==> config.mk <==
export PLATFORM = sky130hd
export DESIGN_NAME = sim_cmd_decoder
export DESIGN_NICKNAME = d
export VERILOG_FILES = /design/src/rtl/sim_cmd_decoder.sv
export SDC_FILE = /design/constraint.sdc
export NUM_CORES = 1
export LEC_CHECK = 0
export CAP_MARGIN = 20
export CORE_ASPECT_RATIO = 0.7
export CORE_MARGIN = 5
export CORE_UTILIZATION = 46
export DETAILED_ROUTE_END_ITERATION = 12
export PLACE_DENSITY_LB_ADDON = 0.25
export SLEW_MARGIN = 20
export SYNTH_ARGS = -nofsm -noshare
export SYNTH_HDL_FRONTEND = slang
export SYNTH_SLANG_ARGS = --single-unit
==> constraint.sdc <==
create_clock -name clk -period 2 [get_ports clk]
set_input_delay 0.4 -clock clk [delete_from_list [all_inputs] [get_ports clk]]
set_output_delay 0.4 -clock clk [all_outputs]
set_load 0.05 [all_outputs]
==> src/rtl/sim_cmd_decoder.sv <==
// Byte-stream command decoder that stands in for the simulation harness stdin loop.
// Drives a DUT's packed inputs, reset and step-enable; streams output snapshots back as bytes.
module sim_cmd_decoder #(
   parameter int INPUT_SIZE  = 16,
   parameter int OUTPUT_SIZE = 32,
   parameter int STEP_CYCLES = 1
) (
   input  logic                   clk,
   input  logic                   rst,
   input  logic [7:0]             cmd_data,
   input  logic                   cmd_valid,
   output logic                   cmd_ready,
   output logic [7:0]             resp_data,
   output logic                   resp_valid,
   input  logic                   resp_ready,
   output logic [INPUT_SIZE-1:0]  dut_data_in,
   input  logic [OUTPUT_SIZE-1:0] dut_data_out,
   output logic                   dut_rst,
   output logic                   dut_step,
   output logic                   halted,
   output logic                   error,
   output logic [2:0]             state_dbg
);

   localparam int INPUT_BYTES  = (INPUT_SIZE + 7) / 8;
   localparam int STAGE_W      = INPUT_BYTES * 8;
   localparam int OUTPUT_WORDS = (OUTPUT_SIZE + 31) / 32;
   localparam int SNAP_W       = OUTPUT_WORDS * 32;
   localparam int SEND_BYTES   = OUTPUT_WORDS * 4;
   localparam int SEND_CNT_W   = $clog2(SEND_BYTES);
   localparam int LOAD_CNT_W   = $clog2(INPUT_BYTES + 1);
   localparam int STEP_CNT_W   = $clog2(STEP_CYCLES + 1);

   localparam logic [SEND_CNT_W-1:0] LAST_SEND = SEND_CNT_W'(SEND_BYTES - 1);
   localparam logic [LOAD_CNT_W-1:0] LAST_LOAD = LOAD_CNT_W'(INPUT_BYTES - 1);
   localparam logic [STEP_CNT_W-1:0] STEP_LOAD = STEP_CNT_W'(STEP_CYCLES);
   localparam logic [STEP_CNT_W-1:0] STEP_LAST = STEP_CNT_W'(1);

   localparam logic [7:0] CMD_READ    = 8'h68;
   localparam logic [7:0] CMD_HALT    = 8'h69;
   localparam logic [7:0] CMD_RST_ON  = 8'h6A;
   localparam logic [7:0] CMD_RST_OFF = 8'h6B;
   localparam logic [7:0] CMD_STEP    = 8'h6C;
   localparam logic [7:0] CMD_LOAD    = 8'h6D;

   typedef enum logic [2:0] {
      S_IDLE = 3'd0,
      S_LOAD = 3'd1,
      S_STEP = 3'd2,
      S_SEND = 3'd3,
      S_HALT = 3'd4
   } state_t;

   state_t                  state, state_next;
   logic                    cmd_ready_raw, resp_valid_raw, dut_step_raw;
   logic                    cmd_accept, resp_accept;
   logic                    error_q;
   logic [STAGE_W-1:0]      staging, staging_shift;
   logic [LOAD_CNT_W-1:0]   load_cnt;
   logic [STEP_CNT_W-1:0]   step_cnt;
   logic [SNAP_W-1:0]       snapshot;
   logic [SEND_CNT_W-1:0]   send_cnt;

   // Handshakes: a byte moves on a rising edge only when valid && ready are both high;
   // the producer holds data stable until then, and ready never depends on valid.
   assign cmd_accept  = cmd_valid && cmd_ready;
   assign resp_accept = resp_valid && resp_ready;

   // Payload arrives least-significant byte first, so new bytes enter at the top.
   assign staging_shift = (staging >> 8) | (STAGE_W'(cmd_data) << (STAGE_W - 8));

   always_ff @(posedge clk) begin
      if (!rst) state <= S_IDLE;
      else      state <= state_next;
   end

   always_comb begin
      state_next     = state;
      cmd_ready_raw  = 1'b0;
      resp_valid_raw = 1'b0;
      dut_step_raw   = 1'b0;
      case (state)
         S_IDLE: begin
            cmd_ready_raw = 1'b1;
            if (cmd_valid) begin
               case (cmd_data)
                  CMD_READ:    state_next = S_SEND;
                  CMD_HALT:    state_next = S_HALT;
                  CMD_RST_ON:  state_next = S_IDLE;
                  CMD_RST_OFF: state_next = S_IDLE;
                  CMD_STEP:    state_next = S_STEP;
                  CMD_LOAD:    state_next = S_LOAD;
                  default:     state_next = S_HALT;
               endcase
            end
         end
         S_LOAD: begin
            cmd_ready_raw = 1'b1;
            if (cmd_valid && load_cnt == LAST_LOAD) state_next = S_IDLE;
         end
         S_STEP: begin
            dut_step_raw = 1'b1;
            if (step_cnt == STEP_LAST) state_next = S_IDLE;
         end
         S_SEND: begin
            resp_valid_raw = 1'b1;
            if (resp_ready && send_cnt == LAST_SEND) state_next = S_IDLE;
         end
         S_HALT:  state_next = S_HALT;
         default: state_next = S_IDLE;
      endcase
   end

   // Status outputs are forced inactive for the whole time reset is held.
   assign cmd_ready  = rst && cmd_ready_raw;
   assign resp_valid = rst && resp_valid_raw;
   assign dut_step   = rst && dut_step_raw;
   assign halted     = rst && (state == S_HALT);
   assign error      = rst && error_q;
   assign resp_data  = resp_valid ? snapshot[7:0] : 8'h00;
   assign state_dbg  = state;

   always_ff @(posedge clk) begin
      if (!rst) begin
         dut_rst     <= 1'b1;
         dut_data_in <= '0;
         staging     <= '0;
         load_cnt    <= '0;
         step_cnt    <= '0;
         snapshot    <= '0;
         send_cnt    <= '0;
         error_q     <= 1'b0;
      end else begin
         case (state)
            S_IDLE: begin
               if (cmd_accept) begin
                  case (cmd_data)
                     CMD_READ: begin
                        snapshot <= SNAP_W'(dut_data_out);
                        send_cnt <= '0;
                     end
                     CMD_HALT:    ;
                     CMD_RST_ON:  dut_rst  <= 1'b1;
                     CMD_RST_OFF: dut_rst  <= 1'b0;
                     CMD_STEP:    step_cnt <= STEP_LOAD;
                     CMD_LOAD:    load_cnt <= '0;
                     default:     error_q  <= 1'b1;
                  endcase
               end
            end
            S_LOAD: begin
               if (cmd_accept) begin
                  staging  <= staging_shift;
                  load_cnt <= load_cnt + 1'b1;
                  if (load_cnt == LAST_LOAD) dut_data_in <= staging_shift[INPUT_SIZE-1:0];
               end
            end
            S_STEP: step_cnt <= step_cnt - 1'b1;
            S_SEND: begin
               if (resp_accept) begin
                  snapshot <= snapshot >> 8;
                  send_cnt <= send_cnt + 1'b1;
               end
            end
            default: ;
         endcase
      end
   end

endmodule

==> flow_summary.json, run 1 <==
{
  "synth-seq-cells": 66,
  "syn_avg_cell_area_sq_um": 8.545,
  "fin_nets": 489,
  "grt_max_degree": 53,
  "vias_per_cell": 5.416,
  "yosys.area_share.simple_pct": 26.71,
  "cp.arrival_ns": 1.52,
  "post_dp_cell_area_sq_um": 4154,
  "slew_headroom_pct": 65.26,
  "critPathMaxFanout": 16,
  "synth_mux_area_share_pct": 3.661,
  "io_pins": 77,
  "fp.dieArea_sq_um": 8282,
  "ys_seq_area_share_pct": 43.93,
  "async_reset_ff_share_pct": 0,
  "netlist_top_cells_count": "nand2_1 (94), dfxtp_1 (66), nand3_1 (32)",
  "cts_made_buffers": 9,
  "wire_per_inst_um": 15.10,
  "min_period_ns": 1.920,
  "drcViolationCount": 0,
  "fp.dieH_um": 77.66,
  "hold_path_class": "reg2reg",
  "drtIter0Drc": 138,
  "vdd_drop_max_mv": 0.4465,
  "die_w_um": 106.7,
  "path_buf_inv": 2,
  "ys.flop_type": "dfxtp_1",
  "antenna_found_initial": 0,
  "critPathRequiredTime_ns": 1.60,
  "final-hold-violation-count": 0,
  "dp.cells": 507,
  "gp_congestion": 0.8514,
  "clkLatencyLatePin_ns": 0.34,
  "timing.final.crit_share_pct": 96.02,
  "synth_edf_count": 0,
  "fin_util_pct": 69.98,
  "portBuffers": 76,
  "drv_slew": 0,
  "synth_cell_types": 40,
  "crit_slowest_cell": "dfxtp_2",
  "holdWs_ns": 0.4636,
  "setup_ws_ns": 0.07964,
  "gr-total-overflow": 0,
  "post-synth-top-count-cell": "nand2_1",
  "setup_viol": 0,
  "drive_gt1_share_pct": 20.98,
  "fmax_mhz": 520.7,
  "tightest_slew_ns": 0.5195,
  "worstSetupEndpointType": "output port",
  "initial_utilization_pct": 47.93,
  "fp.coreArea_sq_um": 6276,
  "cts_tree": "yes",
  "clockBufferDepth": 2,
  "cap_violations": 0,
  "area_growth_pct": 46.01,
  "grt_pass1_vias": 2672,
  "syn-num-nets": 398,
  "cts.sinks": 66,
  "critPathLaunchType": "flop",
  "slowest_delay_ns": 0.44,
  "synth-compound-area-share_pct": 19.80,
  "clkSlewWorstSetupHoldPaths_ns": 0.08,
  "hpwl_mm": 5.752,
  "grt_usage_pct": 19.33,
  "final_cells": 526,
  "htreeDepth": 3,
  "drt-total-wl_mm": 7.940,
  "tns_ns": 0,
  "synthXorXnorAreaFrac_pct": 0.2912,
  "power_density_nw_per_um2": 625.6,
  "synthAdderAreaFrac_pct": 0.8319,
  "fp-row-count": 24,
  "root_buffer": "clkbuf_8",
  "synth_top_area_cell": "dfxtp_1",
  "yosys_warnings": 0,
  "first_pass_iters": 5,
  "place_ws_ns": -0.1792,
  "num_vias": 2849,
  "crit_type": "reg2out",
  "leakage_nw": 1.936,
  "final_antenna_net_count": 0,
  "finClkSkew_ns": 0.006656,
  "crit_chain": "and3b_1 > buf_4 > and3_4 > buf_12",
  "synth_area_leaders": "dfxtp_1 (44%), nand2_1 (12%), o211a_1 (8.0%)",
  "netlist_instances": 352,
  "grt_first_pass_wirelength_mm": 13.03,
  "synth_top_family_by_area": "simple AND/OR/NAND/NOR gates",
  "diodes": 0,
  "path_delay_family": "flip-flops",
  "status": "finished clean",
  "synth_top_area_share_pct": 43.93,
  "holdBufCountCts": 0,
  "rsz0062_at_grt": "no",
  "design_power_total_mw": 2.748,
  "post-route-cell-area_sq_um": 4392,
  "syn_area_sq_um": 3008
}
[routing by layer]
layer / vias to the layer above / track usage, % / wire (um)
met5: - / 0 / 0
met4: 0 / 5.492 / 98
met3: 17 / 5.307 / 551
met2: 106 / 28.27 / 3480
met1: 1311 / 27.89 / 3810
li1: 1415 / - / -
[power breakdown]
part,leakage [nW],internal [mW],total [mW],switching [mW]
Sequential,0.534,1.32,1.32,0.00608
Combinational,1.30,0.139,0.250,0.111
Clock,0.103,0.648,1.18,0.527
[flip-flops by register name, indices dropped and copies added (netlist names)]
register and count:
state_dbg 3, error_q 1, staging 8, dut_rst 1
snapshot 32, send_cnt 2, load_cnt 2, dut_data_in 16
step_cnt 1
[worst paths after layout]
kind / slack (ns) / start / depth (start not counted) / to
setup / recovery: 0.08 / state_dbg[2] / 4 / resp_data[4]
hold / removal: 0.46 / staging[13] / 2 / dut_data_in[5]
setup reg to reg: 0.14 / state_dbg[0] / 5 / snapshot[24]
hold reg to reg: 0.46 / staging[13] / 2 / dut_data_in[5]
[what timing repair did]
| action | in CTS | in global routing |
|---|---|---|
| setup endpoints to repair | 0 | 8 |
| setup buffers | 0 | 3 |
| gates resized for setup | 0 | 1 |
[cells in the final DEF, fill, tap and decap left out, types with 2 or more instances in the layout]
cell             instances
and2_1                   5
nor2b_1                 10
clkinvlp_4               2
o211a_1                 24
clkinv_2                 2
buf_12                  14
nor3_1                   4
mux2i_1                 11
o221a_2                  9
inv_1                    2
o21ai_0                  3
dfxtp_1                 63
and3_4                   8
nor2_1                   5
clkbuf_8                 9
nand2b_1                 2
o21a_1                   2
a21boi_0                19
buf_4                   37
clkdlybuf4s50_1         59
nand3_1                 32
ha_1                     2
dfxtp_4                  2
nand2_1                 94
and3_1                   3
[layout make-up]
| class | count | area [sq um] |
|---|---|---|
| Tap cell | 78 | 97.59 |
| Clock inverter | 6 | 63.81 |
| Fill cell | 511 | 1884 |
| Sequential cell | 66 | 1330 |
| Inverter | 2 | 7.507 |
| Multi-Input combinational cell | 253 | 1590 |
| Clock buffer | 10 | 148.9 |
| Timing Repair Buffer | 111 | 1154 |
[cell families after synthesis]
logic type | after synthesis
adders and majority gates | 2
xor gates and xnor gates | 1
DFF | 66
muxes | 11
and+or+nand+nor | 172
buffers and inverters | 33
AOI/OAI and AO/OA | 67
[tightest hold or removal path, stage by stage, from the launching register on]
cell and delay [ns]:
dfxtp_1 0.31, nand2_1 0.05, a21boi_0 0.06
Note: power is estimated with default switching activity, not from simulation.
==> run 2, diff against run 1 <==
--- a/config.mk
+++ b/config.mk
@@ -11,7 +11,8 @@
 export CORE_UTILIZATION = 46
 export DETAILED_ROUTE_END_ITERATION = 12
 export PLACE_DENSITY_LB_ADDON = 0.25
-export SLEW_MARGIN = 20
+export SETUP_SLACK_MARGIN = 0.5
+export SLEW_MARGIN = 10
 export SYNTH_ARGS = -nofsm -noshare
 export SYNTH_HDL_FRONTEND = slang
 export SYNTH_SLANG_ARGS = --single-unit
==> run 2 against run 1 <==
  * Die area unchanged
  * Sequential cell count unchanged
  * Final cell count up 8.0%
  * Utilization up 14 points
  * Critical path type unchanged
==> flow_summary.json, run 2 (synthesis results as in run 1) <==
{
  "top_register": "snapshot",
  "hold_path_class": "in2reg",
  "crit_type": "reg2out",
  "final-hold-violation-count": 0,
  "setup_viol": 0,
  "gp_congestion": 0.8328,
  "clkLatencyLatePin_ns": 0.36,
  "seq_power_share_pct": 48.3,
  "hpwl_mm": 5.715,
  "vdd_drop_max_mv": 0.5309,
  "worstSetupEndpointType": "output port",
  "area_growth_pct": 74.92,
  "clkSlewWorstSetupHoldPaths_ns": 0.07,
  "antenna_found_initial": 0,
  "path_delay_family": "simple AND/OR/NAND/NOR gates",
  "critPathLaunch": "state_dbg[2]",
  "cp.arrival_ns": 1.45,
  "io_pins": 77,
  "grt_max_degree": 37,
  "htreeDepth": 3,
  "root_buffer": "clkbuf_8",
  "fin_util_pct": 83.83,
  "grt_usage_pct": 25.19,
  "slowest_delay_ns": 0.36,
  "wire_per_inst_um": 21.39,
  "fp.dieH_um": 77.66,
  "fp.dieArea_sq_um": 8282,
  "fp.coreArea_sq_um": 6276,
  "crit_slowest_cell": "dfxtp_4",
  "design_power_total_mw": 2.728,
  "clockPowerShare_pct": 39.4,
  "fp-row-count": 24,
  "cp_common_cell": "buf_12",
  "drtIter0Drc": 284,
  "finClkSkew_ns": 0.007397,
  "intPower_mw": 2.016,
  "slew_headroom_pct": 71.17,
  "largest_registers": "snapshot x32, dut_data_in x16, staging x8",
  "final_common_cell": "nand2_1",
  "drt-total-wl_mm": 12.15,
  "cts.sinks": 66,
  "timing.final.crit_share_pct": 92.50,
  "crit_chain": "and3b_2 > buf_12 > and3_4 > buf_12",
  "portBuffers": 76,
  "status": "finished clean",
  "clockBufferDepth": 2,
  "drcViolationCount": 0,
  "comb_power_share_pct": 12.2,
  "diodes": 0,
  "switching_share_pct": 26.11,
  "largest_register_ffs": 32,
  "cts_made_buffers": 9,
  "rsz0062_at_grt": "yes",
  "tightest_slew_ns": 0.4315,
  "die_w_um": 106.7,
  "min_period_ns": 1.850,
  "power_density_nw_per_um2": 518.6,
  "r2r-start": "state_dbg[1]",
  "grt_first_pass_wirelength_mm": 16.62,
  "cts_tree": "yes",
  "final_cell_mix": "nand2_1 (77), dfxtp_1 (63), buf_4 (42), clkdlybuf4s50_1 (35), buf_6 (28)",
  "final_antenna_net_count": 0,
  "gr-total-overflow": 0,
  "p_sw_mw": 0.7123,
  "leakage_nw": 2.374,
  "fmax_mhz": 540.5,
  "num_vias": 3432,
  "critPathLaunchType": "flop",
  "critPathRequiredTime_ns": 1.60,
  "vias_per_cell": 6.042,
  "initial_utilization_pct": 47.93,
  "first_pass_iters": 6,
  "drive_gt1_share_pct": 45.31,
  "cap_violations": 0,
  "fin_nets": 531,
  "path_buf_inv": 2,
  "grt_pass1_vias": 3221,
  "drv_slew": 0,
  "hp-start": "cmd_data[7]",
  "holdBufCountCts": 0,
  "critPathMaxFanout": 11
}
run 2: metal layers:
| layer | wire, um | part of all wire, % | global-route usage [%] | vias to the layer above |
|---|---|---|---|---|
| met5 | 0 | 0 | 0 | - |
| met4 | 731 | 6.0 | 11.24 | 0 |
| met3 | 1223 | 10 | 7.131 | 70 |
| met2 | 5631 | 46 | 40.20 | 229 |
| met1 | 4563 | 38 | 31.88 | 1628 |
| li1 | - | - | - | 1505 |
run 2: worst min-delay path, cell delays in order:
cell and delay, ns:
buf_6 0.10, nand2_2 0.05, a21boi_1 0.05
run 2: metrics by stage:
| step | cell area, sq um | cells | hold WS [ns] | TNS (ns) | worst slack, ns |
|---|---|---|---|---|---|
| 2_1_floorplan | 3244 | 352 | 0.4403 | 0 | 0.2096 |
| 3_3_place_gp | 4259 | 506 | 0.4523 | -6.232 | -0.1804 |
| 3_5_place_dp | 4259 | 506 | 0.4553 | -8.579 | -0.2169 |
| 4_1_cts | 5006 | 554 | 0.4541 | 0 | 0.1969 |
| 5_1_grt | 5261 | 568 | 0.2966 | 0 | 0.09412 |
| 6_report | 5261 | 568 | 0.2917 | 0 | 0.1500 |
run 2: power by group through the flow:
stage	sequential, mW	combinational, mW	clock (mW)
CTS	1.32	0.285	1.07
finish	1.32	0.333	1.08
detailed placement	1.35	0.253	0
global route	1.32	0.347	1.15
floorplan	1.35	0.102	0
global placement	1.35	0.252	0
run 2: timing repair:
action | 4_1_cts | 5_1_grt
pin swaps | 18 | 33
gates cloned | 7 | 2
setup buffers | 25 | 12
gates resized for setup | 133 | 89
endpoints found under the setup margin | 94 | 90
run 2: final timing paths:
kind / endpoint / slack [ns] / cells after the start
setup / recovery: resp_data[7] / 0.15 / 4
hold reg to reg: dut_data_in[4] / 0.45 / 2
hold / removal: dut_data_in[15] / 0.29 / 3
setup reg to reg: snapshot[30] / 0.17 / 6
run 2: cell type report:
cell class | count | area [sq um]
well taps | 78 | 97.59
clock buffers | 11 | 152.6
flip-flops and latches | 66 | 1333
clock inverters | 5 | 37.54
repair buffers | 153 | 1658
fillers | 313 | 1015
inverters | 2 | 7.507
multi-input cells | 253 | 1976
==> run 3, diff against run 2 <==
--- a/config.mk
+++ b/config.mk
@@ -5,6 +5,7 @@
 export SDC_FILE = /design/constraint.sdc
 export NUM_CORES = 1
 export LEC_CHECK = 0
+export ABC_CLOCK_PERIOD_IN_PS = 2000
 export CAP_MARGIN = 20
 export CORE_ASPECT_RATIO = 0.7
 export CORE_MARGIN = 5
==> results of run 3 <==
Same layout as run 2: the final DEF is identical, and so are final timing and power.
